[src/rtl/key_event_decoder.sv]
// Classifies debounced key gestures as short, double or long press; events are registered one edge after the deciding sample.
// No backpressure: pulses are single-cycle and must be consumed when seen; evt_cnt wraps modulo 256.
module key_event_decoder #(
  parameter int LONG_CNT = 48,
  parameter int GAP_CNT  = 32,
  parameter int CNT_W    = 8
) (
  input  logic       clk,
  input  logic       rst,
  input  logic       key_in,
  output logic       short_press,
  output logic       double_press,
  output logic       long_press,
  output logic       hold,
  output logic [7:0] evt_cnt
);

  typedef enum logic [2:0] {
    IDLE,
    PRESS1,
    WAIT2,
    PRESS2,
    LONG
  } state_t;

  localparam logic [CNT_W-1:0] LONG_LAST = CNT_W'(LONG_CNT - 1);
  localparam logic [CNT_W-1:0] GAP_LAST  = CNT_W'(GAP_CNT - 1);

  state_t           state_q, state_d;
  logic [CNT_W-1:0] timer_q, timer_d;
  logic             short_q, short_d;
  logic             double_q, double_d;
  logic             long_q, long_d;
  logic             hold_q, hold_d;
  logic [7:0]       evt_q, evt_d;

  always_comb begin
    state_d  = state_q;
    short_d  = 1'b0;
    double_d = 1'b0;
    long_d   = 1'b0;
    case (state_q)
      IDLE: begin
        if (key_in) state_d = PRESS1;
      end
      PRESS1: begin
        // A release sampled on the threshold edge still counts as a short press.
        if (!key_in) begin
          state_d = WAIT2;
        end else if (timer_q == LONG_LAST) begin
          state_d = LONG;
          long_d  = 1'b1;
        end
      end
      WAIT2: begin
        if (key_in) begin
          state_d = PRESS2;
        end else if (timer_q == GAP_LAST) begin
          state_d = IDLE;
          short_d = 1'b1;
        end
      end
      PRESS2: begin
        if (!key_in) begin
          state_d  = IDLE;
          double_d = 1'b1;
        end
      end
      LONG: begin
        if (!key_in) state_d = IDLE;
      end
      default: state_d = IDLE;
    endcase

    // Saturate so idle or long-held states never alias back onto a threshold.
    if (state_d != state_q) begin
      timer_d = '0;
    end else if (timer_q != '1) begin
      timer_d = timer_q + CNT_W'(1);
    end else begin
      timer_d = timer_q;
    end

    hold_d = (state_d == LONG);
    evt_d  = (short_d | double_d | long_d) ? evt_q + 8'd1 : evt_q;
  end

  always_ff @(posedge clk or posedge rst) begin
    if (rst) begin
      state_q  <= IDLE;
      timer_q  <= '0;
      short_q  <= 1'b0;
      double_q <= 1'b0;
      long_q   <= 1'b0;
      hold_q   <= 1'b0;
      evt_q    <= 8'd0;
    end else begin
      state_q  <= state_d;
      timer_q  <= timer_d;
      short_q  <= short_d;
      double_q <= double_d;
      long_q   <= long_d;
      hold_q   <= hold_d;
      evt_q    <= evt_d;
    end
  end

  assign short_press  = short_q;
  assign double_press = double_q;
  assign long_press   = long_q;
  assign hold         = hold_q;
  assign evt_cnt      = evt_q;

endmodule

[config.mk]
export PLATFORM = sky130hd
export DESIGN_NAME = key_event_decoder
export DESIGN_NICKNAME = d
export VERILOG_FILES = /design/src/rtl/key_event_decoder.sv
export SDC_FILE = /design/constraint.sdc
export NUM_CORES = 1
export LEC_CHECK = 0
export ABC_AREA = 1
export ABC_CLOCK_PERIOD_IN_PS = 1820
export CORE_MARGIN = 8
export CORE_UTILIZATION = 54
export DETAILED_ROUTE_END_ITERATION = 8
export PLACE_DENSITY = 0.77
export SYNTH_ARGS = -nofsm -noshare
export SYNTH_HDL_FRONTEND = slang
export SYNTH_SLANG_ARGS = --single-unit
[constraint.sdc]
create_clock -name clk -period 1.82 [get_ports clk]
set_clock_uncertainty 0.05 [all_clocks]
set_input_delay 0.182 -clock clk [delete_from_list [all_inputs] [get_ports clk]]
set_output_delay 0.182 -clock clk [all_outputs]
set_load 0.01 [all_outputs]
==> impl_metrics.py, run 1 <==
metrics = {
    "floorplanning": {
        "num_rows": 17,
        "initial_utilization_pct": 57.7,
        "coreArea_mm2": 0.00225,
        "die-height_um": 65.1,
        "fp.dieW_um": 65.1,
        "ioPinCount": 15,
        "die_area_mm2": 0.00423,
    },
    "setup_path": {
        "critical-path-slowest-cell": "sky130_fd_sc_hd__dfrtp_1",
        "worstPathArrival_ns": 1.86,
        "crit_required_ns": 2.02,
        "path_class": "flop to flop",
        "critical_path_buf_inv_count": 1,
        "cp_top_family": "simple AND/OR/NAND/NOR gates",
        "crit_path_top_cell_by_count": "sky130_fd_sc_hd__nand2_1",
        "cp_max_fo": 15,
        "cp_cell_sequence": "ha_1, nand2_1, nor2_4, nand2_1, inv_1, nand2_2, nand3_4, xor2_1",
        "endpoint_kind": "flop",
        "worst_setup_path_start_kind": "flop",
        "largest_stage_delay_worst_path_ns": 0.40,
    },
    "timing": {
        "layout_worst_path_cycle_share_pct": 91.3,
        "slew_headroom_pct": 80.0,
        "hold_violations": 0,
        "maxSlewViolCount": 0,
        "post-route-worst-setup-slack_ns": 0.159,
        "max_slew.worst_pin.slew_ns": 0.299,
        "setup_viol": 0,
        "timing.setup.tns_ns": 0,
        "fmaxAchievable_ghz": 0.602,
        "post-route-min-period_ns": 1.66,
        "grt_setup_unrepaired": "false",
    },
    "cts": {
        "cts_resized": 0,
        "cts_hold_buf": 0,
        "h-tree-depth": 1,
        "path_clk_slew_ns": 0.13,
        "clock_latency_ns": 0.32,
        "tritoncts": "yes",
        "ctsRootBufferMaster": "sky130_fd_sc_hd__clkbuf_4",
        "clock_path_buffers": 2,
        "clock_sinks": 23,
        "cts_inserted_buffers": 3,
        "cts.repair_timing.setup_buffer_count": 0,
    },
    "min_path": {
        "hold_path.class": "primary input to async pin",
    },
    "placed_design": {
        "gpl.final_weighted_congestion": 0.854,
        "io_buffers": 14,
        "place_worst_setup_slack_ns": 0.0478,
        "hpwlAfterDp_um": 2000,
    },
    "finish": {
        "share_of_cells_above_drive_strength_1_pct": 16.2,
        "mostFrequentLayoutCell": "sky130_fd_sc_hd__nand2_1",
        "final_core_utilization_pct": 66.6,
        "area_growth_syn_to_layout_pct": 15.6,
        "nNetsFinal": 179,
        "layout_common_cells": "27 x sky130_fd_sc_hd__nand2_1, 26 x sky130_fd_sc_hd__inv_1, 23 x sky130_fd_sc_hd__dfrtp_1",
        "antenna_cells": 0,
    },
    "synth": {
        "synth_cells": 155,
        "netlist_area_pre_place_mm2": 0.00130,
        "synthDistinctLibCells": 26,
        "yosys_warnings": 0,
        "mappedNetlistNets": 160,
        "synth_seq_cells": 23,
        "ys_seq_area_share_pct": 44.3,
        "synthesis.area_per_instance_um2": 8.39,
    },
    "global_routing": {
        "global_route_wire_length_before_repair_um": 4410,
        "grt_pass1_vias": 1013,
        "globalRouteOverflowTotal": 0,
        "grt_max_degree": 24,
        "grt_antenna_before_repair": 0,
        "grtUsageTotal_pct": 13.3,
    },
    "power": {
        "sw_frac_of_total_pct": 36.0,
        "power.sequential.fraction_pct": 46.7,
        "p_leak_nw": 0.718,
        "power_density_mw_per_mm2": 1010,
        "fin_total_pwr_mw": 1.52,
        "power_switching_mw": 0.547,
        "power.internal_mw": 0.974,
        "combPwrFrac_pct": 37.6,
        "ir_worst_vdd_mv": 0.656,
        "clock_power_share_pct": 15.7,
    },
    "run_status": {
        "run_status": "finished, final reports clean",
    },
    "detailed_routing": {
        "avgRoutedWirePerCell_um": 13.0,
        "drt_wl_total_um": 2620,
        "first_iter_violations": 64,
        "via_count_normalized_by_instance_count": 5.30,
        "ant_nets": 0,
        "post-route-drc-count": 0,
        "number_of_vias_after_detailed_routing": 1065,
        "dr.pass1.iters": 4,
    },
    "flow_run": {
        "drv_cap": 0,
    },
}
-- cells in the mapped netlist --
| cell | n | area [um2] |
|---|---|---|
| sky130_fd_sc_hd__nand3_2 | 1 | 10.0 |
| sky130_fd_sc_hd__nand2_1 | 27 | 101 |
| sky130_fd_sc_hd__buf_2 | 1 | 5.00 |
| sky130_fd_sc_hd__nor2_2 | 2 | 12.5 |
| sky130_fd_sc_hd__nand3_4 | 1 | 17.5 |
| sky130_fd_sc_hd__nor3_1 | 10 | 50.1 |
| sky130_fd_sc_hd__buf_8 | 1 | 15.0 |
| sky130_fd_sc_hd__and2_1 | 1 | 6.26 |
| sky130_fd_sc_hd__clkinv_1 | 1 | 3.75 |
| sky130_fd_sc_hd__inv_1 | 26 | 97.6 |
| sky130_fd_sc_hd__nand2_2 | 4 | 25.0 |
| sky130_fd_sc_hd__o211ai_1 | 1 | 7.51 |
| sky130_fd_sc_hd__nor2_4 | 1 | 11.3 |
| sky130_fd_sc_hd__ha_1 | 2 | 25.0 |
| sky130_fd_sc_hd__inv_2 | 2 | 7.51 |
| sky130_fd_sc_hd__nor2_1 | 7 | 26.3 |
| sky130_fd_sc_hd__nand3_1 | 9 | 45.0 |
| sky130_fd_sc_hd__nor3_2 | 3 | 30.0 |
| sky130_fd_sc_hd__xnor2_1 | 1 | 8.76 |
| sky130_fd_sc_hd__o31ai_1 | 3 | 22.5 |
| sky130_fd_sc_hd__a21oi_1 | 3 | 15.0 |
| sky130_fd_sc_hd__dfrtp_1 | 23 | 576 |
| sky130_fd_sc_hd__o21ai_0 | 8 | 40.0 |
| sky130_fd_sc_hd__xor2_1 | 7 | 61.3 |
| sky130_fd_sc_hd__nand4_1 | 3 | 18.8 |
| sky130_fd_sc_hd__o21ai_2 | 7 | 61.3 |
-- worst paths after layout --
path                                 start         end  slack [ns]  cells past startpoint
worst max register to register  timer_q[0]  evt_cnt[0]        0.16                      8
worst min-delay path                   rst  evt_cnt[2]        0.14                      3
worst max-delay path            timer_q[0]  evt_cnt[0]        0.16                      8
max in group asynchronous              rst  state_q[0]        1.36                      3
worst min register to register  evt_cnt[0]  evt_cnt[0]        0.51                      1
min in group clk                evt_cnt[0]  evt_cnt[0]        0.51                      1
-- power by group through the flow --
stage | clock [mW] | sequential, mW | combinational, mW
2_1_floorplan | 0 | 0.742 | 0.298
3_3_place_gp | 0 | 0.709 | 0.552
3_5_place_dp | 0 | 0.720 | 0.580
4_1_cts | 0.252 | 0.710 | 0.583
5_1_grt | 0.269 | 0.726 | 0.635
6_report | 0.239 | 0.710 | 0.572
-- area by class of cell --
class                   instances  area, um2
inverters                      29        109
well taps                      28       35.0
fillers                       178        752
flip-flops and latches         23        576
clock inverters                 1       5.00
clock buffers                   3       22.5
multi-input cells             101        601
repair buffers                 16        155
-- layer usage --
metal  share of wire (%)  wire length, um  up-vias  track usage [%]
li1                    -                -      533                -
met2                  51             1340       19             23.4
met5                   0                0        -                0
met3                 4.8              126        5             4.47
met4                 1.5               39        0             6.27
met1                  42             1110      508             14.1
-- tightest hold or removal path: stages --
cell and delay, ns:
sky130_fd_sc_hd__clkdlybuf4s50_1 0.40, sky130_fd_sc_hd__inv_1 0.05, sky130_fd_sc_hd__buf_4 0.28
-- cell families (layout without fill, tap and decap cells) --
family / count (synthesis) / in the layout / share of synthesized area (%)
AND/OR/NAND/NOR: 69 / 69 / 27.2
buffers and inverters: 31 / 49 / 9.91
flip-flops: 23 / 23 / 44.3
AO/OA/AOI/OAI: 22 / 22 / 11.3
XOR/XNOR: 8 / 8 / 5.39
adder cells (fa/ha/maj): 2 / 2 / 1.92
-- per-stage QoR --
step                      hold slack (ns)  instances  area [um2]
after floorplan                     0.134        155        1300
after global placement              0.459        197        1470
after detailed placement            0.494        197        1470
after CTS                           0.134        201        1500
after global routing                0.166        201        1500
final                               0.135        201        1500
-- flip-flops by register name (all words and copies together) (netlist names) --
name and count:
double_press 1, evt_cnt 8, hold 1, long_press 1, short_press 1, state_q 3, timer_q 8
No activity file was read; power rests on OpenSTA's default activity.
==> inputs of run 2 (changes only) <==
- SLEW_MARGIN: unset -> 25
==> results of run 2 <==
The final DEF is identical to that of run 1; final timing and power are the same.
==> inputs of run 3 (changes only) <==
- ABC_CLOCK_PERIOD_IN_PS: 1820 -> 1900
- GPL_ROUTABILITY_DRIVEN: unset -> 0
- clock period: 1.82 -> 1.9 ns (I/O delays scaled with it)
==> run 3 against run 2 <==
Effect of this change: maximum frequency fell by 3.1%; critical endpoint is now timer_q[1]; combinational power shrank 6.8%; highest routed layer unchanged; core utilization down 0.22 points; setup slack improved by 0.027 ns; register-to-register slack gained 0.03 ns; wire length is 13% lower.
==> impl_metrics.py, run 3 (synthesized netlist as in run 1, its figures left out) <==
metrics = {
    "run_status": {
        "run_status": "finished, final reports clean",
    },
    "finish": {
        "nNetsFinal": 179,
        "mostFrequentLayoutCell": "sky130_fd_sc_hd__nand2_1",
        "layout.cell_area.non_filler_mm2": 0.00150,
        "antenna_cells": 0,
        "stdcell_count": 201,
        "layout_common_cells": "27 x sky130_fd_sc_hd__nand2_1, 26 x sky130_fd_sc_hd__inv_1, 23 x sky130_fd_sc_hd__dfrtp_1",
        "area_growth_syn_to_layout_pct": 15.2,
        "sequential_cell_area_in_the_final_layout_um2": 576,
        "multi_input_comb_area_um2": 596,
        "fillCellCount": 200,
        "share_of_cells_above_drive_strength_1_pct": 15.6,
        "final_core_utilization_pct": 66.4,
    },
    "cts": {
        "tritoncts": "yes",
        "cts_inserted_buffers": 3,
        "clock_sinks": 23,
        "cts_hold_buf": 0,
        "ctsRootBufferMaster": "sky130_fd_sc_hd__clkbuf_4",
        "path_clk_slew_ns": 0.12,
        "h-tree-depth": 1,
        "cts.repair_timing.setup_buffer_count": 0,
        "cts_resized": 0,
        "clock_path_buffers": 2,
        "clock_latency_ns": 0.29,
    },
    "detailed_routing": {
        "first_iter_violations": 48,
        "avgRoutedWirePerCell_um": 11.3,
        "post-route-drc-count": 0,
        "dr.pass1.iters": 4,
        "drt_wl_total_um": 2260,
        "via_count_normalized_by_instance_count": 5.06,
        "number_of_vias_after_detailed_routing": 1017,
        "ant_nets": 0,
    },
    "setup_path": {
        "largest_stage_delay_worst_path_ns": 0.40,
        "ff2ff_setup_slack_ns": 0.19,
        "reg2reg_to": "timer_q[1]",
        "crit-reg2reg-launch": "timer_q[0]",
        "crit_required_ns": 2.08,
        "critical_path_depth": 7,
        "critical-path-slowest-cell": "sky130_fd_sc_hd__dfrtp_1",
        "cp_cell_sequence": "ha_1, nand2_1, nor2_4, nand3_1, o21ai_0, inv_1, nor3_2",
        "cp_max_fo": 7,
        "crit_end": "timer_q[1]",
        "cp_top_family": "simple AND/OR/NAND/NOR gates",
        "path_class": "flop to flop",
        "worst-r2r-cell-count": 7,
        "critical_path_buf_inv_count": 1,
        "endpoint_kind": "flop",
        "worstPathArrival_ns": 1.89,
        "critical_path.startpoint": "timer_q[0]",
        "worst_setup_path_start_kind": "flop",
    },
    "timing": {
        "fmaxAchievable_ghz": 0.583,
        "whs_ns": 0.167,
        "setup_viol": 0,
        "post-route-worst-setup-slack_ns": 0.186,
        "slew_headroom_pct": 79.9,
        "grt_setup_unrepaired": "false",
        "max_slew.worst_pin.slew_ns": 0.301,
        "hold_violations": 0,
        "maxSlewViolCount": 0,
        "timing.setup.tns_ns": 0,
        "post-route-min-period_ns": 1.71,
        "layout_worst_path_cycle_share_pct": 90.2,
    },
    "flow_run": {
        "drv_cap": 0,
    },
    "floorplanning": {
        "initial_utilization_pct": 57.7,
        "ioPinCount": 15,
        "fp.dieW_um": 65.1,
        "die_area_mm2": 0.00423,
        "die-height_um": 65.1,
        "coreArea_mm2": 0.00225,
        "num_rows": 17,
    },
    "power": {
        "power_density_mw_per_mm2": 946,
        "ir_worst_vdd_mv": 0.535,
        "p_leak_nw": 0.718,
        "fin_total_pwr_mw": 1.42,
    },
    "placed_design": {
        "place_worst_setup_slack_ns": 0.166,
        "dpl-instance-area_mm2": 0.00147,
        "io_buffers": 14,
        "dp.cells": 197,
        "hpwlAfterDp_um": 1760,
    },
    "global_routing": {
        "grt_antenna_before_repair": 0,
        "grt_max_degree": 24,
        "globalRouteOverflowTotal": 0,
        "grtUsageTotal_pct": 11.8,
        "global_route_wire_length_before_repair_um": 4110,
        "grt_pass1_vias": 990,
    },
    "min_path": {
        "hold_path.class": "primary input to async pin",
    },
}
==> run 3: worst min path at each step <==
stage,endpoint,slack [ns]
floorplan,double_press,0.14
global placement,evt_cnt[0],0.46
detailed placement,evt_cnt[0],0.46
CTS,evt_cnt[6],0.17
global route,timer_q[2],0.21
finish,evt_cnt[6],0.17
==> run 3: metal layers <==
layer	vias to the layer above	GRT usage (%)	wire (um)	share of wire, %
li1	537	-	-	-
met1	459	13.8	1050	46
met2	19	20.0	1080	48
met3	2	2.92	115	5.1
met4	0	4.90	20	0.88
met5	-	0	0	0
==> run 3: layout make-up <==
class                      count  share of cell area [%]
tap                           28                    2.34
inverter                      29                    7.27
multi-input combinational    101                    39.8
sequential                    23                    38.4
timing repair buffer          16                    10.4
clock inverter                 1                   0.334
clock buffer                   3                    1.50
==> run 3: worst reg2reg max path: stages, from the launching register on <==
cell,delay [ns]
sky130_fd_sc_hd__dfrtp_1,0.40
sky130_fd_sc_hd__ha_1,0.22
sky130_fd_sc_hd__nand2_1,0.10
sky130_fd_sc_hd__nor2_4,0.14
sky130_fd_sc_hd__nand3_1,0.24
sky130_fd_sc_hd__o21ai_0,0.25
sky130_fd_sc_hd__inv_1,0.07
sky130_fd_sc_hd__nor3_2,0.15
==> run 3: power by group <==
| group | internal [mW] | switching [mW] | leakage [nW] | total (mW) |
|---|---|---|---|---|
| Sequential | 0.580 | 0.0904 | 0.304 | 0.671 |
| Clock | 0.0782 | 0.135 | 0.0177 | 0.213 |
| Combinational | 0.273 | 0.260 | 0.396 | 0.533 |
